--- src/rtl/gluecell_ctrl.sv ---
// gluecell_ctrl -- arms, monitors and self-tests a bank of glue-logic detector cells.
//
// Ports
//   clk           block clock; all logic on the rising edge
//   resetn        asynchronous active-low reset
//   cfg_en        level; 1 = cells armed and monitored, 0 = return to IDLE
//   selftest_req  single-cycle pulse requesting a self-test
//   flag_clr      [NCELL] write-1-to-clear for flags
//   a2d_glue_out  [NCELL] per-cell detector outputs
//   d2a_glue_in   [NCELL] per-cell test injection
//   d2a_nrst      [NCELL] per-cell clear, active low
//   flags         [NCELL] sticky detections
//   alarm         registered OR of flags
//   testfail      [NCELL] failing cells from the last completed self-test
//   test_done     one-cycle pulse at the end of a self-test
//   busy          1 while clearing, settling or testing
//
// Build option
//   GLUECELL_INPUT_SYNC_EN  when defined, a2d_glue_out passes a 2-flop
//                           synchronizer before sampling (3-cycle
//                           detection-to-flag latency instead of 1).
//
// state | meaning
// ------+---------------------------------------------------------------
// IDLE  | cells held in clear, nothing monitored
// CLR   | cells held in clear for RSTLEN cycles (re-arm)
// SETL  | cells released, detector outputs blanked for SETTLE cycles
// MON   | monitoring; a detection sets flags and re-arms
// TDRV  | injection driven high for TESTLEN cycles, result sampled at end
// TCLR  | injection released, test_done pulsed, then re-arm

module gluecell_ctrl #(
  parameter int NCELL   = 8,
  parameter int RSTLEN  = 4,
  parameter int SETTLE  = 8,
  parameter int TESTLEN = 6
) (
  input  logic             clk,
  input  logic             resetn,
  input  logic             cfg_en,
  input  logic             selftest_req,
  input  logic [NCELL-1:0] flag_clr,
  input  logic [NCELL-1:0] a2d_glue_out,
  output logic [NCELL-1:0] d2a_glue_in,
  output logic [NCELL-1:0] d2a_nrst,
  output logic [NCELL-1:0] flags,
  output logic             alarm,
  output logic [NCELL-1:0] testfail,
  output logic             test_done,
  output logic             busy
);

  typedef enum logic [2:0] {IDLE, CLR, SETL, MON, TDRV, TCLR} state_t;

  // Down-counter load values: the phase ends when the counter reads zero.
  localparam logic [7:0] RST_LD  = 8'(RSTLEN - 1);
  localparam logic [7:0] SETL_LD = 8'(SETTLE - 1);
  localparam logic [7:0] TEST_LD = 8'(TESTLEN - 1);

  state_t           state, nxt;
  logic [7:0]       cnt, cnt_nxt;
  logic             pending, pend_nxt;
  logic [NCELL-1:0] glue_s;
  logic [NCELL-1:0] detect;
  logic [NCELL-1:0] tf_nxt;

`ifdef GLUECELL_INPUT_SYNC_EN
  logic [NCELL-1:0] sync1, sync2;

  always_ff @(posedge clk or negedge resetn) begin
    if (!resetn) begin
      sync1 <= '0;
      sync2 <= '0;
    end else begin
      sync1 <= a2d_glue_out;
      sync2 <= sync1;
    end
  end

  assign glue_s = sync2;
`else
  assign glue_s = a2d_glue_out;
`endif

  always_comb begin
    nxt      = state;
    cnt_nxt  = cnt;
    pend_nxt = pending;
    tf_nxt   = testfail;
    detect   = '0;
    if (!cfg_en) begin
      nxt      = IDLE;
      cnt_nxt  = '0;
      pend_nxt = 1'b0;
    end else begin
      // Requests arriving outside a direct MON launch wait for the next SETL exit.
      if (selftest_req) pend_nxt = 1'b1;
      case (state)
        IDLE: begin
          nxt     = CLR;
          cnt_nxt = RST_LD;
        end
        CLR: begin
          if (cnt == 8'd0) begin
            nxt     = SETL;
            cnt_nxt = SETL_LD;
          end else begin
            cnt_nxt = cnt - 8'd1;
          end
        end
        SETL: begin
          if (cnt == 8'd0) begin
            if (pending || selftest_req) begin
              nxt      = TDRV;
              cnt_nxt  = TEST_LD;
              pend_nxt = 1'b0;
            end else begin
              nxt = MON;
            end
          end else begin
            cnt_nxt = cnt - 8'd1;
          end
        end
        MON: begin
          if (|glue_s) begin
            detect  = glue_s;
            nxt     = CLR;
            cnt_nxt = RST_LD;
          end else if (selftest_req || pending) begin
            nxt      = TDRV;
            cnt_nxt  = TEST_LD;
            pend_nxt = 1'b0;
          end
        end
        TDRV: begin
          if (cnt == 8'd0) begin
            tf_nxt = ~glue_s;
            nxt    = TCLR;
          end else begin
            cnt_nxt = cnt - 8'd1;
          end
        end
        TCLR: begin
          nxt     = CLR;
          cnt_nxt = RST_LD;
        end
        default: begin
          nxt     = IDLE;
          cnt_nxt = '0;
        end
      endcase
    end
  end

  // Outputs are registered from the next state so they line up with the state register.
  always_ff @(posedge clk or negedge resetn) begin
    if (!resetn) begin
      state       <= IDLE;
      cnt         <= '0;
      pending     <= 1'b0;
      d2a_nrst    <= '0;
      d2a_glue_in <= '0;
      flags       <= '0;
      alarm       <= 1'b0;
      testfail    <= '0;
      test_done   <= 1'b0;
      busy        <= 1'b0;
    end else begin
      state       <= nxt;
      cnt         <= cnt_nxt;
      pending     <= pend_nxt;
      testfail    <= tf_nxt;
      // Set has priority over clear on the same bit.
      flags       <= (flags & ~flag_clr) | detect;
      alarm       <= |flags;
      d2a_nrst    <= (nxt == IDLE || nxt == CLR) ? '0 : '1;
      d2a_glue_in <= (nxt == TDRV) ? '1 : '0;
      test_done   <= (nxt == TCLR);
      busy        <= (nxt inside {CLR, SETL, TDRV, TCLR});
    end
  end

endmodule
--- config.mk ---
export PLATFORM = sky130hd
export DESIGN_NAME = gluecell_ctrl
export DESIGN_NICKNAME = d
export VERILOG_FILES = /design/src/rtl/gluecell_ctrl.sv
export SDC_FILE = /design/constraint.sdc
export NUM_CORES = 1
export LEC_CHECK = 0
export BUFFER_PORTS_ARGS = -buffer_cell sky130_fd_sc_hd__buf_2
export CORE_MARGIN = 3
export CORE_UTILIZATION = 47
export DETAILED_ROUTE_END_ITERATION = 12
export PLACE_DENSITY = 0.76
export RECOVER_POWER = 100
export SETUP_SLACK_MARGIN = 0.15
export SLEW_MARGIN = 40
export SYNTH_ARGS = -nofsm -noshare
export SYNTH_HDL_FRONTEND = slang
export SYNTH_SLANG_ARGS = --single-unit
--- constraint.sdc ---
create_clock -name clk -period 2.1 [get_ports clk]
set_input_delay 0.21 -clock clk [delete_from_list [all_inputs] [get_ports clk]]
set_output_delay 0.21 -clock clk [all_outputs]
set_load 0.03 [all_outputs]
Word level (Yosys, flattened, before mapping)
Cells that the tools add are included.
- add/sub/neg operators: 1
- equal/unequal tests: 10
- bitwise gates (word level): 4
- mux-type cells: 26
- reductions and logical operators: 10
- operators with widths (operator ; number):
    $mux 8 ; 11
    $pmux 8 s5 ; 1
    $mux 3 ; 7
    $not 8->8 ; 2
    $reduce_or 8->1 ; 2
    $pmux 3 s5 ; 1
    $eq 3x3->1 const B ; 4
    $eq 3x2->1 const B ; 3
    $and 8x8->8 ; 1
    $logic_not 8->1 ; 1
    $or 8x8->8 ; 1
    $sub 8x1->8 const B ; 1
    $eq 3x1->1 const B ; 2
    $logic_not 3->1 ; 2
    $mux 1 ; 5
    $reduce_bool 4->1 ; 1
    $ne 3x3->1 const B ; 1
    $reduce_and 3->1 ; 1
    $logic_or 1x1->1 ; 2
    $pmux 1 s2 ; 1
    $reduce_or 2->1 ; 1
- bits of input ports: 20
- bits in registers: 47
- output and inout port bits: 35

Depth between registers and ports, before layout
Gate-level depths: netlist (run 1).
- word-level depth: 8
- gate-level depth with buffers: 8
- depth with buffers taken out: 7

Worst setup path after synthesis (run 1)
OpenSTA, ideal clock, no wires.
- path kind: register -> register
- start: register cnt[0]
- end: register d2a_nrst[6]
- setup time: 124 ps
- arrival: 1913 ps
- required time: 1976 ps
- stages on the path, launching flop included: 8
- slack: 63 ps
- path through: dfrtp_1 > inv_1 > ha_1 > or3b_2 > o31ai_2 > a31oi_2 > and2_1 > or2_1
- longest elaborated chain between the ends: 7
- RTL lines (item ; line ; source):
    start: declaration ; 61 ; logic [7:0] cnt, cnt_nxt;
    start signal: assignment ; 170 ; cnt <= cnt_nxt;
    $logic_not 8->1 * ; 104, 112, 136 ;
    $mux 3 (on tied branches) ; 136, 104, 112 ;
    $pmux 3 s5 * ; 98 ; case (state)
    $mux 3 * ; 91 ; if (!cfg_en) begin
    net nxt[1] ; 60 ; state_t state, nxt;
    $eq 3x1->1 / $logic_not 3->1 (equally long branches) ; 176 ; d2a_nrst <= (nxt == IDLE || nxt == CLR) ? '0 : '1;
    $logic_or 1x1->1 * ; 176 ;
    $mux 8 * ; 176 ;
    end signal: assignment ; 176 ;
    end: declaration ; 45 ; output logic [NCELL-1:0] d2a_nrst,
The timed path passes the listed nets; every way through them passes the cells marked *.
A chain may end at the register's enable or synchronous reset.

Worst setup path after layout (run 1)
- start: register cnt[0]
- end: register cnt[3]
- longest elaborated chain between the ends: 4
- RTL lines (item ; line):
    $sub 8x1->8 / $logic_not 8->1 (equally long branches) ; -
    $mux 8 (on tied branches) ; 136, 104, 112
    $pmux 8 s5 ; 98
    $mux 8 ; 91
Parallel ways exist; a longest one is shown, timed or not. The select of a mux whose other input is x is not followed.

==> metrics.cfg, run 1 <==
[status]
outcome=finished, final reports clean

[cts]
cts.clk_slew.worst_paths_ns=0.07
cts_tree=done
worstSkewPairLatency_ns=0.29
cts.sinks=33
cts_buffers=5
htree_levels=2
cts_root_buf=clkbuf_8
clockBufferDepth=2

[setup_path]
cp.arrival_ns=2.23
critPathMaxStageDelay_ns=0.43
end_kind=flop
critical_path_class=flop to flop
cp_max_fo=4
critPathSlowestCell=a221o_1
crit_chain=inv_2 > ha_4 > or3b_4 > nor2_4 > a221o_1 > or3_1 > a41o_1
crit_required_ns=2.28
cp-start-kind=flop

[final_layout]
fin_nets=303
multi_input_area_um2=1040
layout-drive-gt1-share_pct=28.72
final_area_um2=2582
seqCellArea_um2=827.0
antenna_cells=0
syn_to_final_growth_pct=30.63
final.fill_count=318

[global_routing]
antenna_found_initial=0
grt_pass1_wl_um=8645
grt.overflow.total=0
grt_usage_pct=21.98
grt_max_degree=34
grt_pass1_vias=1737

[synthesis]
synthDistinctLibCells=51
postSynthAreaPerCell_um2=9.152
yosysTopAreaCell=dfrtp_1
synth.most_common_cell=dfrtp_1
synth-main-ff-cell=dfrtp_1
ys_seq_elements=33
ys_warn_count=0
syn_area_um2=1977
yosys.area.top_type_share_pct=41.77
synthTopCellsByCount=33 x dfrtp_1, 22 x nand2_1, 21 x inv_1
async_reset_ff_share_pct=100.0
synth-edff-count=0
ys_seq_area_share_pct=41.77
netlist_instances=216
yosys-top-cells-area=dfrtp_1 42%, buf_4 5.7%, nand2_1 4.2%
synth_fp_nets=238

[timing]
max_freq_ghz=0.4892
fin_crit_sh_pct=97.35
setup_viol=0
finClkSkew_ns=0.005496
hold_viol=0
setup_tns_ns=0
layout_min_cycle_time_ns=2.044
rsz0062_at_grt=true
worst_pin_slew_ns=0.8305
max_slew_margin_pct=44.63
slew_violations=0

[floorplan]
fp.dieArea_um2=5020
std_cell_rows=22
pin_count=55
die_h_um=70.86
initial_core_util_pct=51.30
core-area_um2=3854
chipWidth_um=70.86

[place]
placed_area_um2=2318
port_buffers=54
place_congestion=0.9620
hpwl_um=3809

[routing]
drt_iter0_markers=186
drt-pass1-iter-count=4
vias_per_cell=5.691
num_vias=1878
wl_per_cell_um=17.21
ant_nets=0
route.detailed.drc=0
drt-total-wl_um=5680

[power_and_ir_drop]
peakVddDrop_mv=0.6850
switching_power_mw=1.261
finalPower_mw=2.909
power_frac_comb_pct=48.5
power_frac_clock_pct=20.9
powerDensity_nw_per_um2=1127
internal-power_mw=1.648
switching_share_pct=43.34
sequentialPowerShare_pct=30.7
leakage_nw=1.186

[hold_path]
hp-class=primary input to flop

[flow_run]
maxCapViolCount=0

cells in the final DEF, fill, tap and decap left out, types with 2 or more instances in the layout:
cell type	n
clkbuf_1	36
dfrtp_1	32
buf_4	23
nand2_1	22
inv_1	19
buf_2	18
o21ai_0	12
nor2_1	8
nand3_1	8
a21oi_1	7
mux2i_1	7
o211ai_1	7
clkbuf_8	5
nand4_1	4
inv_2	3
a21oi_2	3
nor2b_1	3
nor3_1	3
or4_4	2
nand2b_1	2
nor4_4	2
xor2_1	2
nor3b_1	2
and2_1	2
nor4_1	2
o31ai_1	2
o31a_1	2
path summary, 6_finish.rpt:
path                              from        to  slack (ns)  depth (start not counted)
max                             cnt[0]    cnt[3]        0.06                          7
min                        flag_clr[3]  flags[3]        0.09                          2
max reg2reg                     cnt[0]    cnt[3]        0.06                          7
min reg2reg                   flags[7]     alarm        0.50                          2
max in group asynchronous       resetn  state[1]        0.97                          2
min in group asynchronous       resetn  flags[0]        0.56                          2
power by group through the flow:
| stage | sequential (mW) | combinational (mW) | clock (mW) |
|---|---|---|---|
| 2_1_floorplan | 1.06 | 0.673 | 0 |
| 3_3_place_gp | 0.887 | 1.21 | 0 |
| 3_5_place_dp | 0.892 | 1.21 | 0 |
| 4_1_cts | 0.882 | 1.30 | 0.621 |
| 5_1_grt | 0.907 | 1.50 | 0.648 |
| 6_report | 0.892 | 1.41 | 0.608 |
area by class of cell:
type	count	share of cell area [%]
multi-input cells	138	40.26
well taps	48	2.326
repair buffers	81	17.73
clock buffers	5	2.665
inverters	22	3.198
flip-flops and latches	33	32.03
clock inverters	3	1.793
cell families after synthesis:
kind of cell / Yosys count / synth area share [%]
adders and majority gates: 2 / 1.266
buffers and inverters: 45 / 11.58
DFF: 33 / 41.77
and+or+nand+nor: 73 / 21.27
xor gates and xnor gates: 3 / 1.329
muxes: 8 / 4.051
AOI/OAI and AO/OA: 52 / 18.73
registers in the layout, summed over array words and instances, names as in the netlist, 3 cells and up:
register / cells
state: 3
cnt: 8
flags: 8
testfail: 8
per-layer routing:
layer,track usage (%),routed length [um],vias up
li1,-,-,873
met2,36.15,2739,95
met3,4.972,424,22
met5,0,0,-
met1,28.82,2375,888
met4,6.889,142,0
worst max-delay path: cells and delay by family, from the launching register on:
kind            cells  cell delay [ns]
simple gates        3             0.70
compound gates      2             0.62
flops               1             0.37
fa+ha+maj           1             0.16
buf+inv             1             0.07
per-stage QoR:
| step | hold slack [ns] | instances | setup WS [ns] | util (%) |
|---|---|---|---|---|
| 2_1_floorplan | -0.08559 | 216 | 0.1590 | - |
| 5_1_grt | 0.08487 | 330 | 0.003852 | 67.01 |
| 4_1_cts | 0.00003780 | 324 | 0.1217 | 64.51 |
| 6_report | 0.09115 | 330 | 0.05566 | 67.01 |
| 3_3_place_gp | 0.3104 | 314 | 0.09743 | 60.16 |
| 3_5_place_dp | 0.3152 | 314 | 0.1046 | 60.16 |
repair_timing:
item,4_1_cts,5_1_grt
hold buffers,0,1
endpoints found under the hold margin,0,33
pin swaps,5,8
resized for setup,7,17
setup endpoints to repair,14,18
cloned,0,1
setup buffers,2,4
No activity file was read; power rests on OpenSTA's default activity.
==> run 2: changes to the inputs <==
--- a/config.mk
+++ b/config.mk
@@ -7,9 +7,9 @@
 export LEC_CHECK = 0
 export BUFFER_PORTS_ARGS = -buffer_cell sky130_fd_sc_hd__buf_2
 export CORE_MARGIN = 3
-export CORE_UTILIZATION = 47
+export CORE_UTILIZATION = 50
 export DETAILED_ROUTE_END_ITERATION = 12
-export PLACE_DENSITY = 0.76
+export PLACE_DENSITY = 0.77
 export RECOVER_POWER = 100
 export SETUP_SLACK_MARGIN = 0.15
 export SLEW_MARGIN = 40
==> constraint.sdc (replaced) <==
create_clock -name clk -period 2.6 [get_ports clk]
set_input_delay 0.26 -clock clk [delete_from_list [all_inputs] [get_ports clk]]
set_output_delay 0.26 -clock clk [all_outputs]
set_load 0.03 [all_outputs]
==> run 2 against run 1 <==
  * Clock skew rose by 0.0035 ns
  * Critical endpoint is now d2a_nrst[6]
  * The run now ends with max-capacitance violations, max-slew violations left
  * Non-clock buffer count down 22
  * First-iteration DRC count decreased by 5.9%
  * Critical path type unchanged
  * Sequential share of layout area rose by 5.1 points
  * Register-to-register slack improved by 0.30 ns
  * Largest power group unchanged
  * Final area shrank 14%
==> metrics.cfg, run 2 (same netlist as run 1, synthesis figures left out) <==
[routing]
drt-total-wl_um=4668
drt_iter0_markers=175
num_vias=1688
vias_per_cell=5.481
ant_nets=0
wl_per_cell_um=15.16
route.detailed.drc=0
drt-pass1-iter-count=4

[place]
placed_area_um2=2191
dp_slack_ns=0.4107
port_buffers=54
place_congestion=0.9131
dp.cells=299
hpwl_um=3450

[final_layout]
final_area_um2=2226
antenna_cells=0
syn_to_final_growth_pct=12.59
final_common_cell=clkbuf_1
top_regs=cnt: 8 flops, flags: 8 flops, testfail: 8 flops
layout-drive-gt1-share_pct=15.00
final.fill_count=367
layout_common_cells=37 x clkbuf_1, 33 x dfrtp_1, 22 x nand2_1
fin_nets=281
stdcell_count=308
utilization_pct=59.46

[setup_path]
crit_chain=inv_1 > ha_1 > or3b_2 > o31ai_2 > a31oi_1 > and2_0 > or2_1
critPathMaxStageDelay_ns=0.50
cp_max_fo=7
cp-start-kind=flop
end_kind=flop
path_delay_family=simple AND/OR/NAND/NOR gates
cp.arrival_ns=2.41
critical_path_class=flop to flop
crit_required_ns=2.77
worstPathBufferInverterCount=1
critPathSlowestCell=or3b_2

[cts]
cts_tree=done
cts.clk_slew.worst_paths_ns=0.07
post_cts_resized=0
clockBufferDepth=2
cts.sinks=33
cts_root_buf=clkbuf_8
postCtsSetupRepairBufs=0
htree_levels=2
cts_buffers=5
worstSkewPairLatency_ns=0.29

[floorplan]
die_h_um=68.88
std_cell_rows=22
chipWidth_um=68.88
pin_count=55
initial_core_util_pct=52.81
fp.dieArea_um2=4744
core-area_um2=3744

[power_and_ir_drop]
leakage_nw=1.029
powerDensity_nw_per_um2=884.1
finalPower_mw=1.968
peakVddDrop_mv=0.5662

[timing]
rsz0062_at_grt=false
setup_viol=0
layout_min_cycle_time_ns=2.241
setup_tns_ns=0
hold_viol=0
worst_pin_slew_ns=1.767
setup_ws_ns=0.3590
max_slew_margin_pct=-17.82
fin_crit_sh_pct=86.19
whs_ns=0.1404
slew_violations=34
finClkSkew_ns=0.009012
max_freq_ghz=0.4462

[global_routing]
grt_max_degree=34
grt_pass1_vias=1555
antenna_found_initial=0
grt.overflow.total=0
grt_usage_pct=21.44
grt_pass1_wl_um=7341

[flow_run]
maxCapViolCount=1

[status]
outcome=finished, violations left
violations=max-capacitance violations, max-slew violations

[hold_path]
hp-class=primary input to flop

-- run 2: changes by cell type in the layout (fill, tap and decap cells not counted), sizes merged --
| cell | change |
|---|---|
| buf | -21 |
| bufinv | -1 |
| clkbuf | -1 |
| clkinv | +1 |
-- run 2: worst reg2reg max path, cell delays in order (launching register included) --
cell	delay, ns
dfrtp_1	0.42
inv_1	0.11
ha_1	0.15
or3b_2	0.50
o31ai_2	0.23
a31oi_1	0.25
and2_0	0.25
or2_1	0.22
-- run 2: final cells by class --
class	instances	area (um2)	share of cell area [%]
well taps	48	60.06	2.698
flip-flops and latches	33	825.8	37.10
multi-input cells	138	909.6	40.87
inverters	22	82.58	3.710
clock buffers	5	68.82	3.092
clock inverters	3	17.52	0.7870
repair buffers	59	261.5	11.75
-- run 2: final timing paths --
check / depth (start not counted) / endpoint / slack (ns) / startpoint
setup / recovery: 7 / d2a_nrst[6] / 0.36 / cnt[0]
hold / removal: 2 / flags[6] / 0.14 / flag_clr[6]
setup reg to reg: 7 / d2a_nrst[6] / 0.36 / cnt[0]
hold reg to reg: 2 / alarm / 0.50 / flags[1]
max in group asynchronous: 2 / busy / 0.60 / resetn
min in group asynchronous: 2 / alarm / 0.98 / resetn
-- run 2: metal layers --
layer  part of all wire (%)  track usage [%]  vias up
met3                    7.9            4.538       12
li1                       -                -      830
met5                      0                0        -
met2                     48            34.76       81
met4                    2.2            8.516        0
met1                     42            27.83      765
-- run 2: power by group --
part / switching (mW) / internal (mW) / total (mW)
clock network: 0.191 / 0.184 / 0.375
registers: 0.113 / 0.619 / 0.732
logic: 0.583 / 0.277 / 0.860
-- run 2: what timing repair did --
action,in CTS,in global routing
hold buffers,0,1
endpoints found under the hold margin,0,33
endpoints found under the setup margin,0,0
==> run 3: changes to the inputs <==
==> constraint.sdc (replaced) <==
create_clock -name clk -period 2.6 [get_ports clk]
set_input_delay 0.52 -clock clk [delete_from_list [all_inputs] [get_ports clk]]
set_output_delay 0.52 -clock clk [all_outputs]
set_load 0.03 [all_outputs]
==> run 3 against run 2 <==
  * The flow still finishes with violations (max-capacitance violations, max-slew violations)
  * Power rose by 5.8%
  * Clock skew fell by 0.0022 ns
  * Combinational power rose by 5.1%
  * Non-clock buffer count rose by 6
  * First-iteration DRC count fell by 30%
  * Critical endpoint unchanged
  * Largest cell class unchanged
  * Largest power group unchanged
  * Highest routed layer unchanged
==> metrics.cfg, run 3 (same netlist as run 1, synthesis figures left out) <==
[floorplan]
core-area_um2=3744
chipWidth_um=68.88
initial_core_util_pct=52.81
pin_count=55
std_cell_rows=22
die_h_um=68.88
fp.dieArea_um2=4744

[setup_path]
end_kind=flop
cp.arrival_ns=2.42
cp-start-kind=flop
critPathLaunch=cnt[1]
critical_path_class=flop to flop
r2r_start=cnt[1]
cp_max_fo=7
crit_required_ns=2.77

[routing]
vias_per_cell=5.492
drt-total-wl_um=4693
route.detailed.drc=0
num_vias=1719
drt_iter0_markers=122
drt-pass1-iter-count=4
ant_nets=0
wl_per_cell_um=14.99

[final_layout]
layout-drive-gt1-share_pct=16.60
layout_common_cells=38 x clkbuf_1, 33 x dfrtp_1, 22 x nand2_1
final_common_cell=clkbuf_1
antenna_cells=0
top_regs=cnt: 8 flops, flags: 8 flops, testfail: 8 flops
final.fill_count=357
fin_nets=287
syn_to_final_growth_pct=15.44

[global_routing]
grt.overflow.total=0
grt_usage_pct=21.48
grt_pass1_wl_um=7376
grt_max_degree=34
grt_pass1_vias=1587
antenna_found_initial=0

[cts]
cts_buffers=5
cts.sinks=33
cts_root_buf=clkbuf_8
postCtsSetupRepairBufs=0
postCtsHoldBufs=0
cts.clk_slew.worst_paths_ns=0.07
clockBufferDepth=2
post_cts_resized=0
htree_levels=2
cts_tree=done
worstSkewPairLatency_ns=0.29

[timing]
layout_min_cycle_time_ns=2.248
setup_tns_ns=0
setup_viol=0
worst_pin_slew_ns=1.720
max_slew_margin_pct=-14.68
finClkSkew_ns=0.006805
rsz0062_at_grt=false
fin_crit_sh_pct=86.44
hold_viol=0
slew_violations=34
max_freq_ghz=0.4449

[hold_path]
hp-class=primary input to flop
worstHoldStart=flag_clr[4]

[power_and_ir_drop]
powerDensity_nw_per_um2=912.7
peakVddDrop_mv=0.4174
leakage_nw=1.067
finalPower_mw=2.083

[status]
violations=max-capacitance violations, max-slew violations
outcome=finished, violations left

[place]
hpwl_um=3558
port_buffers=54
place_congestion=0.9580

[flow_run]
maxCapViolCount=1

## run 3: layout make-up
cell class,count,area [um2],area share (%)
well taps,48,60.06,2.632
inverters,22,82.58,3.618
flip-flops and latches,33,825.8,36.18
multi-input cells,138,909.6,39.86
clock buffers,5,68.82,3.015
clock inverters,2,35.03,1.535
repair buffers,65,300.3,13.16
## run 3: routing by layer
| metal | routed length, um | GRT usage, % | share of wire, % | vias to the layer above |
|---|---|---|---|---|
| met5 | 0 | 0 | 0 | - |
| met4 | 53 | 9.246 | 1.1 | 0 |
| met3 | 367 | 4.376 | 7.8 | 6 |
| met2 | 2241 | 34.17 | 48 | 74 |
| met1 | 2030 | 28.27 | 43 | 795 |
| li1 | - | - | - | 844 |
## run 3: per-stage QoR
step | std cells | worst slack, ns | cell area [um2] | utilization [%] | hold WS, ns
4_1_cts | 313 | 0.4038 | 2347 | 62.70 | 0.3078
3_3_place_gp | 306 | 0.4193 | 2243 | 59.93 | 0.4853
6_report | 313 | 0.3525 | 2282 | 60.96 | 0.3976
3_5_place_dp | 306 | 0.3756 | 2243 | 59.93 | 0.4943
5_1_grt | 313 | 0.2060 | 2282 | 60.96 | 0.3954
2_1_floorplan | 216 | 0.5631 | 1977 | - | 0.2244
## run 3: path summary, 6_finish.rpt
| check | endpoint | slack, ns | cells past startpoint |
|---|---|---|---|
| worst max-delay path | d2a_nrst[6] | 0.35 | 7 |
| worst min-delay path | flags[4] | 0.40 | 2 |
| worst max register to register | d2a_nrst[6] | 0.35 | 7 |
| worst min register to register | alarm | 0.51 | 2 |
| max in group asynchronous | d2a_nrst[6] | 0.93 | 1 |
| min in group asynchronous | flags[0] | 0.68 | 1 |
## run 3: power breakdown
group	switching, mW	internal [mW]
Sequential	0.0960	0.620
Combinational	0.608	0.296
Clock	0.184	0.278
Total	0.888	1.19
## run 3: critical path, stage by stage (launching register included)
cell and delay, ns:
dfrtp_1 0.40, inv_1 0.10, ha_1 0.17, or3b_2 0.50, o31ai_2 0.24, a31oi_1 0.26, and2_0 0.25, or2_1 0.22
